==> src/rtl/projection_border.sv <==
// Projection-based border finder for a binary image stream.
// Frame 0 projects foreground rows into row segments and builds a column
// occupancy bitmap; frame 1 scans that bitmap on line 0 to extract column
// segments; frame 2 holds the results stable for readout.
module projection_border #(
  parameter int H_DISP  = 640,
  parameter int V_DISP  = 480,
  parameter int NUM_ROW = 1,
  parameter int NUM_COL = 4
) (
  input  logic        clk,
  input  logic        rst_n,
  input  logic        frame_vsync,
  input  logic        data_en,
  input  logic        monoc,
  input  logic [10:0] xpos,
  input  logic [10:0] ypos,
  input  logic [10:0] row_border_addr,
  output logic [10:0] row_border_data,
  input  logic [10:0] col_border_addr,
  output logic [10:0] col_border_data,
  output logic [1:0]  frame_cnt,
  output logic        project_done_flag,
  output logic [3:0]  num_row,
  output logic [3:0]  num_col
);

  localparam int          XW       = (H_DISP > 1) ? $clog2(H_DISP) : 1;
  localparam logic [10:0] LP_XLAST = 11'(H_DISP - 1);
  localparam logic [10:0] LP_YLAST = 11'(V_DISP - 1);
  localparam logic [10:0] LP_XCNT  = 11'(H_DISP);
  localparam logic [3:0]  LP_NROW  = 4'(NUM_ROW);
  localparam logic [3:0]  LP_NCOL  = 4'(NUM_COL);

  typedef enum logic [1:0] {
    S_WAIT,
    S_FRAME0,
    S_FRAME1,
    S_FRAME2
  } state_t;

  state_t      r_state;
  state_t      w_nextState;
  logic [1:0]  w_frameCnt;
  logic        w_enterF0;
  logic        w_enterF1;

  logic        r_vsyncD;
  logic        r_vsyncRise;

  // row projection state
  logic        r_lineHit;
  logic        r_rowOpen;
  logic        r_rowPend;
  logic [3:0]  r_numRow;
  logic [31:0] r_rowValid;
  logic [10:0] r_rowMem [0:31];
  logic [10:0] r_rowData;

  // column scan state
  logic [H_DISP-1:0] r_colMap;
  logic        r_scanValid;
  logic [10:0] r_scanX;
  logic        r_scanBit;
  logic        r_doneArm;
  logic        r_colOpen;
  logic        r_colPend;
  logic [3:0]  r_numCol;
  logic [31:0] r_colValid;
  logic [10:0] r_colMem [0:31];
  logic [10:0] r_colData;
  logic        r_done;

  logic        w_pix;
  logic        w_hitNow;
  logic        w_lineEnd;
  logic        w_lastLine;
  logic        w_rowSat;
  logic        w_xInRange;
  logic [XW-1:0] w_xIdx;
  logic        w_scanPix;
  logic        w_colSat;
  logic        w_scanLast;

  logic        w_rowWe;
  logic [4:0]  w_rowWAddr;
  logic [10:0] w_rowWData;
  logic        w_rowInc;
  logic        w_rowOpenNext;
  logic        w_rowPendNext;

  logic        w_colWe;
  logic [4:0]  w_colWAddr;
  logic [10:0] w_colWData;
  logic        w_colInc;
  logic        w_colOpenNext;
  logic        w_colPendNext;
  logic        w_doneArmNext;

  logic        w_unusedAddr;

  assign w_unusedAddr = ^{row_border_addr[10:5], col_border_addr[10:5]};

  // Register vsync and produce a one-cycle pulse on its rising edge.
  always_ff @(posedge clk or negedge rst_n) begin
    if (!rst_n) begin
      r_vsyncD    <= 1'b0;
      r_vsyncRise <= 1'b0;
    end else begin
      r_vsyncD    <= frame_vsync;
      r_vsyncRise <= frame_vsync & ~r_vsyncD;
    end
  end

  // Frame phase register; after reset we idle until the first vsync edge.
  always_ff @(posedge clk or negedge rst_n) begin
    if (!rst_n) begin
      r_state <= S_WAIT;
    end else begin
      r_state <= w_nextState;
    end
  end

  // Phase sequencing and frame-entry strobes.
  always_comb begin
    w_nextState = r_state;
    w_frameCnt  = 2'd0;
    case (r_state)
      S_WAIT: begin
        if (r_vsyncRise) w_nextState = S_FRAME0;
      end
      S_FRAME0: begin
        w_frameCnt = 2'd0;
        if (r_vsyncRise) w_nextState = S_FRAME1;
      end
      S_FRAME1: begin
        w_frameCnt = 2'd1;
        if (r_vsyncRise) w_nextState = S_FRAME2;
      end
      S_FRAME2: begin
        w_frameCnt = 2'd2;
        if (r_vsyncRise) w_nextState = S_FRAME0;
      end
      default: w_nextState = S_WAIT;
    endcase
    w_enterF0 = r_vsyncRise && (w_nextState == S_FRAME0);
    w_enterF1 = r_vsyncRise && (w_nextState == S_FRAME1);
  end

  assign w_pix      = data_en && (r_state == S_FRAME0);
  assign w_hitNow   = (xpos == 11'd0) ? ~monoc : (r_lineHit | ~monoc);
  assign w_lineEnd  = w_pix && (xpos == LP_XLAST);
  assign w_lastLine = (ypos == LP_YLAST);
  assign w_rowSat   = (r_numRow >= LP_NROW);
  assign w_xInRange = (xpos < LP_XCNT);
  assign w_xIdx     = xpos[XW-1:0];

  // Track whether the current line has any foreground pixel so far.
  always_ff @(posedge clk or negedge rst_n) begin
    if (!rst_n) begin
      r_lineHit <= 1'b0;
    end else if (w_enterF0) begin
      r_lineHit <= 1'b0;
    end else if (w_pix) begin
      r_lineHit <= w_hitNow;
    end
  end

  // Column occupancy bitmap: line 0 overwrites, later lines accumulate.
  always_ff @(posedge clk) begin
    if (w_pix && w_xInRange) begin
      r_colMap[w_xIdx] <= ~monoc | ((ypos != 11'd0) & r_colMap[w_xIdx]);
    end
  end

  // Row segment decisions at each line end; a segment opened on the last
  // line is closed by a pending write on the following cycle.
  always_comb begin
    w_rowWe       = 1'b0;
    w_rowWAddr    = 5'd0;
    w_rowWData    = 11'd0;
    w_rowInc      = 1'b0;
    w_rowOpenNext = r_rowOpen;
    w_rowPendNext = 1'b0;
    if (!r_vsyncRise) begin
      if (r_rowPend) begin
        w_rowWe    = 1'b1;
        w_rowWAddr = {r_numRow, 1'b1};
        w_rowWData = LP_YLAST;
        w_rowInc   = 1'b1;
      end else if (w_lineEnd) begin
        if (w_hitNow && !r_rowOpen) begin
          if (!w_rowSat) begin
            w_rowWe    = 1'b1;
            w_rowWAddr = {r_numRow, 1'b0};
            w_rowWData = ypos;
            if (w_lastLine) w_rowPendNext = 1'b1;
            else            w_rowOpenNext = 1'b1;
          end
        end else if (w_hitNow && r_rowOpen && w_lastLine) begin
          w_rowWe       = 1'b1;
          w_rowWAddr    = {r_numRow, 1'b1};
          w_rowWData    = ypos;
          w_rowInc      = 1'b1;
          w_rowOpenNext = 1'b0;
        end else if (!w_hitNow && r_rowOpen) begin
          w_rowWe       = 1'b1;
          w_rowWAddr    = {r_numRow, 1'b1};
          w_rowWData    = ypos - 11'd1;
          w_rowInc      = 1'b1;
          w_rowOpenNext = 1'b0;
        end
      end
    end
  end

  // Row count, open flag and written-address tracking.
  always_ff @(posedge clk or negedge rst_n) begin
    if (!rst_n) begin
      r_numRow   <= 4'd0;
      r_rowOpen  <= 1'b0;
      r_rowPend  <= 1'b0;
      r_rowValid <= 32'd0;
    end else if (w_enterF0) begin
      r_numRow   <= 4'd0;
      r_rowOpen  <= 1'b0;
      r_rowPend  <= 1'b0;
      r_rowValid <= 32'd0;
    end else if (r_vsyncRise) begin
      r_rowOpen <= 1'b0;
      r_rowPend <= 1'b0;
    end else begin
      if (w_rowWe) r_rowValid[w_rowWAddr] <= 1'b1;
      r_numRow  <= r_numRow + 4'(w_rowInc);
      r_rowOpen <= w_rowOpenNext;
      r_rowPend <= w_rowPendNext;
    end
  end

  // Row border storage.
  always_ff @(posedge clk) begin
    if (w_rowWe) r_rowMem[w_rowWAddr] <= w_rowWData;
  end

  // Registered row readout; never-written entries read as zero.
  always_ff @(posedge clk or negedge rst_n) begin
    if (!rst_n) begin
      r_rowData <= 11'd0;
    end else begin
      r_rowData <= r_rowValid[row_border_addr[4:0]] ? r_rowMem[row_border_addr[4:0]] : 11'd0;
    end
  end

  assign w_scanPix = data_en && (r_state == S_FRAME1) && (ypos == 11'd0) && !r_done;

  // Bitmap read stage for the frame 1 scan (one cycle of latency).
  always_ff @(posedge clk or negedge rst_n) begin
    if (!rst_n) begin
      r_scanValid <= 1'b0;
      r_scanX     <= 11'd0;
      r_scanBit   <= 1'b0;
    end else begin
      r_scanValid <= w_scanPix;
      r_scanX     <= xpos;
      r_scanBit   <= w_scanPix && w_xInRange && r_colMap[w_xIdx];
    end
  end

  assign w_colSat   = (r_numCol >= LP_NCOL);
  assign w_scanLast = (r_scanX == LP_XLAST);

  // Column segment decisions on bitmap transitions along the scan.
  always_comb begin
    w_colWe       = 1'b0;
    w_colWAddr    = 5'd0;
    w_colWData    = 11'd0;
    w_colInc      = 1'b0;
    w_colOpenNext = r_colOpen;
    w_colPendNext = 1'b0;
    w_doneArmNext = 1'b0;
    if (!r_vsyncRise && (r_state == S_FRAME1)) begin
      if (r_colPend) begin
        w_colWe    = 1'b1;
        w_colWAddr = {r_numCol, 1'b1};
        w_colWData = LP_XLAST;
        w_colInc   = 1'b1;
      end else if (r_scanValid) begin
        w_doneArmNext = w_scanLast;
        if (r_scanBit && !r_colOpen) begin
          if (!w_colSat) begin
            w_colWe    = 1'b1;
            w_colWAddr = {r_numCol, 1'b0};
            w_colWData = r_scanX;
            if (w_scanLast) w_colPendNext = 1'b1;
            else            w_colOpenNext = 1'b1;
          end
        end else if (r_scanBit && r_colOpen && w_scanLast) begin
          w_colWe       = 1'b1;
          w_colWAddr    = {r_numCol, 1'b1};
          w_colWData    = r_scanX;
          w_colInc      = 1'b1;
          w_colOpenNext = 1'b0;
        end else if (!r_scanBit && r_colOpen) begin
          w_colWe       = 1'b1;
          w_colWAddr    = {r_numCol, 1'b1};
          w_colWData    = r_scanX - 11'd1;
          w_colInc      = 1'b1;
          w_colOpenNext = 1'b0;
        end
      end
    end
  end

  // Column count, open flag and written-address tracking.
  always_ff @(posedge clk or negedge rst_n) begin
    if (!rst_n) begin
      r_numCol   <= 4'd0;
      r_colOpen  <= 1'b0;
      r_colPend  <= 1'b0;
      r_colValid <= 32'd0;
      r_doneArm  <= 1'b0;
    end else if (w_enterF1) begin
      r_numCol   <= 4'd0;
      r_colOpen  <= 1'b0;
      r_colPend  <= 1'b0;
      r_colValid <= 32'd0;
      r_doneArm  <= 1'b0;
    end else if (r_vsyncRise) begin
      r_colOpen <= 1'b0;
      r_colPend <= 1'b0;
      r_doneArm <= 1'b0;
    end else begin
      if (w_colWe) r_colValid[w_colWAddr] <= 1'b1;
      r_numCol  <= r_numCol + 4'(w_colInc);
      r_colOpen <= w_colOpenNext;
      r_colPend <= w_colPendNext;
      r_doneArm <= w_doneArmNext;
    end
  end

  // Column border storage.
  always_ff @(posedge clk) begin
    if (w_colWe) r_colMem[w_colWAddr] <= w_colWData;
  end

  // Registered column readout; never-written entries read as zero.
  always_ff @(posedge clk or negedge rst_n) begin
    if (!rst_n) begin
      r_colData <= 11'd0;
    end else begin
      r_colData <= r_colValid[col_border_addr[4:0]] ? r_colMem[col_border_addr[4:0]] : 11'd0;
    end
  end

  // Results-valid flag: set after the scan, dropped when a new capture starts.
  always_ff @(posedge clk or negedge rst_n) begin
    if (!rst_n) begin
      r_done <= 1'b0;
    end else if (w_enterF0) begin
      r_done <= 1'b0;
    end else if (r_doneArm && !r_vsyncRise && (r_state == S_FRAME1)) begin
      r_done <= 1'b1;
    end
  end

  assign frame_cnt         = w_frameCnt;
  assign project_done_flag = r_done;
  assign num_row           = r_numRow;
  assign num_col           = r_numCol;
  assign row_border_data   = r_rowData;
  assign col_border_data   = r_colData;

endmodule

==> config.mk <==
export PLATFORM = sky130hd
export DESIGN_NAME = projection_border
export DESIGN_NICKNAME = d
export VERILOG_FILES = /design/src/rtl/projection_border.sv
export SDC_FILE = /design/constraint.sdc
export NUM_CORES = 2
export LEC_CHECK = 0
export CAP_MARGIN = 10
export CORE_MARGIN = 10
export CORE_UTILIZATION = 58
export CTS_CLUSTER_DIAMETER = 50
export DETAILED_ROUTE_END_ITERATION = 8
export PLACE_DENSITY_LB_ADDON = 0.1
export SETUP_SLACK_MARGIN = 0.1
export SLEW_MARGIN = 20
export SYNTH_ARGS = -nofsm -noshare
export SYNTH_HDL_FRONTEND = slang
export SYNTH_SLANG_ARGS = --single-unit
export TNS_END_PERCENT = 100
==> constraint.sdc <==
create_clock -name clk -period 26 [get_ports clk]
set_clock_uncertainty 0.15 [all_clocks]
set_input_delay 6.5 -clock clk [delete_from_list [all_inputs] [get_ports clk]]
set_output_delay 6.5 -clock clk [all_outputs]
set_load 0.005 [all_outputs]
==> results.py <==
metrics = {
    "placed_design": {
        "numPortBuffers": 69,
        "gp_congestion": 0.812,
        "hpwlAfterDp_microns": 77100,
    },
    "die": {
        "num_rows": 118,
        "die_area_sq_um": 117000,
        "die_height_microns": 342,
        "coreArea_sq_um": 103000,
        "pin_count": 82,
        "start_util_pct": 58.2,
        "die_x_microns": 342,
    },
    "status": {
        "status": "completed",
    },
    "worst_setup_path": {
        "cp_data_arrival_time_ps": 13090,
        "cp-start-kind": "primary input",
        "critPathRequiredTime_ps": 26170,
        "cp_cell_sequence": "buf_8 -> buf_12 -> buf_4 -> mux2i_1 -> o22ai_1 -> or4_1 -> nor2_1 -> o22ai_1 -> or4_1 -> a311oi_1 -> o21ai_4 -> buf_6 -> buf_12 -> buf_6",
        "critPathMaxStageDelay_ps": 730,
        "crit_slowest_cell": "buf_4",
        "critPathMaxFanout": 277,
        "worst_setup_path_end_kind": "flip-flop",
        "worst-setup-path-type": "primary input to flip-flop",
    },
    "clock_network": {
        "cts.clk_slew.worst_paths_ps": 60,
        "numCtsBuffers": 153,
        "post_cts_resized": 0,
        "clk_latency_ps": 760,
        "post-cts-setup-buffers": 0,
        "max-clock-path-buffers": 3,
        "hold_buffers": 0,
        "tritoncts": "yes",
        "htreeDepth": 4,
        "cts.sinks": 1462,
        "cts_root_buffer": "clkbuf_16",
    },
    "logic_synthesis": {
        "ys_types": 54,
        "syn_avg_cell_area_sq_um": 16.2,
        "synth_area_leaders": "edfxtp_1 67%, mux4_2 9.0%, mux2i_1 5.7%, dfrtp_1 4.9%, nor2_1 4.7%",
        "post-synth-top-area-fraction_pct": 67.2,
        "yosysTopAreaCell": "edfxtp_1",
        "yosys_warnings": 0,
        "async_flop_share_pct": 8.07,
        "synth_edf_count": 1344,
        "synthFlopType": "edfxtp_1",
        "syn_inst": 3709,
        "synth_seq_area_share_pct": 72.1,
        "syn-cell-area_sq_um": 60100,
        "ys_ff_latch": 1462,
    },
    "route": {
        "ant_nets": 0,
        "wire_per_inst_microns": 25.8,
        "vias_per_cell": 6.04,
        "wirelength_microns": 143000,
        "dr.pass1.iters": 6,
        "route.detailed.drc": 0,
        "first_iter_violations": 4018,
        "vias": 33559,
    },
    "layout": {
        "drive_above_1_share_pct": 15.5,
        "nNetsFinal": 4113,
        "final_cell_mix": "1344 x edfxtp_1, 749 x nor2_1, 343 x mux2i_1, 297 x conb_1, 240 x mux4_2",
        "area_growth_syn_to_layout_pct": 14.1,
        "final_common_cell": "edfxtp_1",
    },
    "timing": {
        "hold_viol": 0,
        "worst_pin_slew_ps": 1130,
        "max_freq_mhz": 77.4,
        "relSlewSlack_pct": 24.6,
        "min_period_ps": 12920,
        "slew_viol_final": 0,
        "whs_ps": 245,
        "rsz0062_at_grt": "no",
        "fin_tns_setup_ps": 0,
        "setup_viol": 0,
        "post-route-period-util_pct": 49.7,
    },
    "power_and_ir_drop": {
        "powerDensity_nw_per_um2": 73.3,
        "p_leak_nw": 22.6,
        "ir_drop_mv": 0.0766,
    },
    "grt": {
        "antenna_found_initial": 4,
        "overflow": 0,
        "grt_pass1_vias": 32786,
        "grt_pass1_wl_microns": 211000,
        "grt_max_degree": 278,
        "track_usage_pct": 24.6,
    },
    "worst_hold_path": {
        "hold_path_class": "flip-flop to flip-flop",
    },
    "flow_run": {
        "cap_violations": 0,
    },
}
## synth_stat cells, types with 5 or more instances
cell / n
edfxtp_1: 1344
nor2_1: 754
mux2i_1: 344
mux4_2: 240
clkbuf_1: 201
o22ai_1: 152
dfrtp_1: 118
nand2_1: 84
buf_2: 42
and2_1: 38
o21a_1: 36
o21ai_0: 35
nor3_1: 34
a21oi_1: 29
or4_1: 23
nor4_1: 20
buf_1: 19
buf_4: 16
nand3_1: 16
inv_1: 15
ha_1: 13
nor2b_1: 11
buf_6: 9
nand2b_1: 8
nor3b_1: 8
or3_1: 8
and3b_1: 7
nand4bb_1: 7
a31oi_1: 6
nand4b_1: 6
a22o_1: 5
and3_1: 5
or4b_2: 5
## power by group
| group | leakage [nW] | internal, mW | switching (mW) |
|---|---|---|---|
| sequential | 13.3 | 2.60 | 0.00938 |
| clock | 2.43 | 1.29 | 0.882 |
| combinational | 6.93 | 0.0891 | 0.155 |
## sequential cells by signal, summed over array words and instances, names as in the netlist, 2 cells and up
signal / count
r_colMem: 352
r_colMap: 640
num_row: 4
col_border_data: 11
r_scanX: 11
r_rowValid: 32
r_colValid: 32
num_col: 4
row_border_data: 11
r_rowMem: 352
r_state: 2
## stage by stage
stage	util, %	std cells	power, mW	cell area [sq um]	worst slack [ps]
finish	66.4	5556	5.02	68500	13080
global route	66.4	5554	5.17	68500	12950
CTS	66.3	5553	5.06	68500	12940
detailed placement	61.5	5275	2.90	63400	12150
global placement	61.4	5275	2.89	63400	12250
floorplan	-	4005	2.84	61200	6410
## final timing paths
path | start | endpoint | slack, ps | cells past startpoint
max | xpos[1] | r_colMap[592]$_DFFE_PP_ | 13080 | 14
min reg2reg | r_vsyncD$_DFF_PN0_ | r_vsyncRise$_DFF_PN0_ | 250 | 1
max reg2reg | r_colMap[470]$_DFFE_PP_ | r_colMap[592]$_DFFE_PP_ | 20830 | 11
min | r_vsyncD$_DFF_PN0_ | r_vsyncRise$_DFF_PN0_ | 250 | 1
max in group asynchronous | rst_n | r_colValid[8]$_DFFE_PN0P_ | 18750 | 2
min in group asynchronous | rst_n | row_border_data[3]$_DFF_PN0_ | 5550 | 1
## area by class of cell
cell class / count / area (sq um)
Clock buffer: 203 / 4250
Timing Repair Buffer: 178 / 1540
Clock inverter: 75 / 801
Inverter: 16 / 60.1
Tap cell: 1380 / 1730
Multi-Input combinational cell: 2240 / 16800
Sequential cell: 1462 / 43300
Fill cell: 7200 / 34700
Antenna cell: 2 / 5.00
## critical path: cells and delay by family
family	cells	cell delay, ps
buf+inv	6	3110
compound gates	4	1100
mux	1	280
simple gates	3	1510
## metal layers
metal / share of wire (%) / vias up / track usage, % / routed length, microns
met3: 8.5 / 293 / 4.58 / 12200
met1: 40 / 17248 / 33.8 / 57200
met2: 48 / 1432 / 39.3 / 69000
li1: - / 14582 / - / -
met4: 3.5 / 4 / 8.96 / 5050
met5: 0.019 / - / 0 / 27
## cells by family (layout without fill, tap and decap cells)
family          Yosys count  in the layout  share of synthesized area (%)
flops                  1462           1462                           72.1
compound gates          290            290                           3.06
fa+ha+maj                13             13                          0.271
buf+inv                 303            472                           2.19
simple gates           1049           1049                           7.56
other cells               1            299                        0.00624
xor+xnor                  7              7                          0.102
mux                     584            584                           14.7
Note: power is estimated with default switching activity, not from simulation.
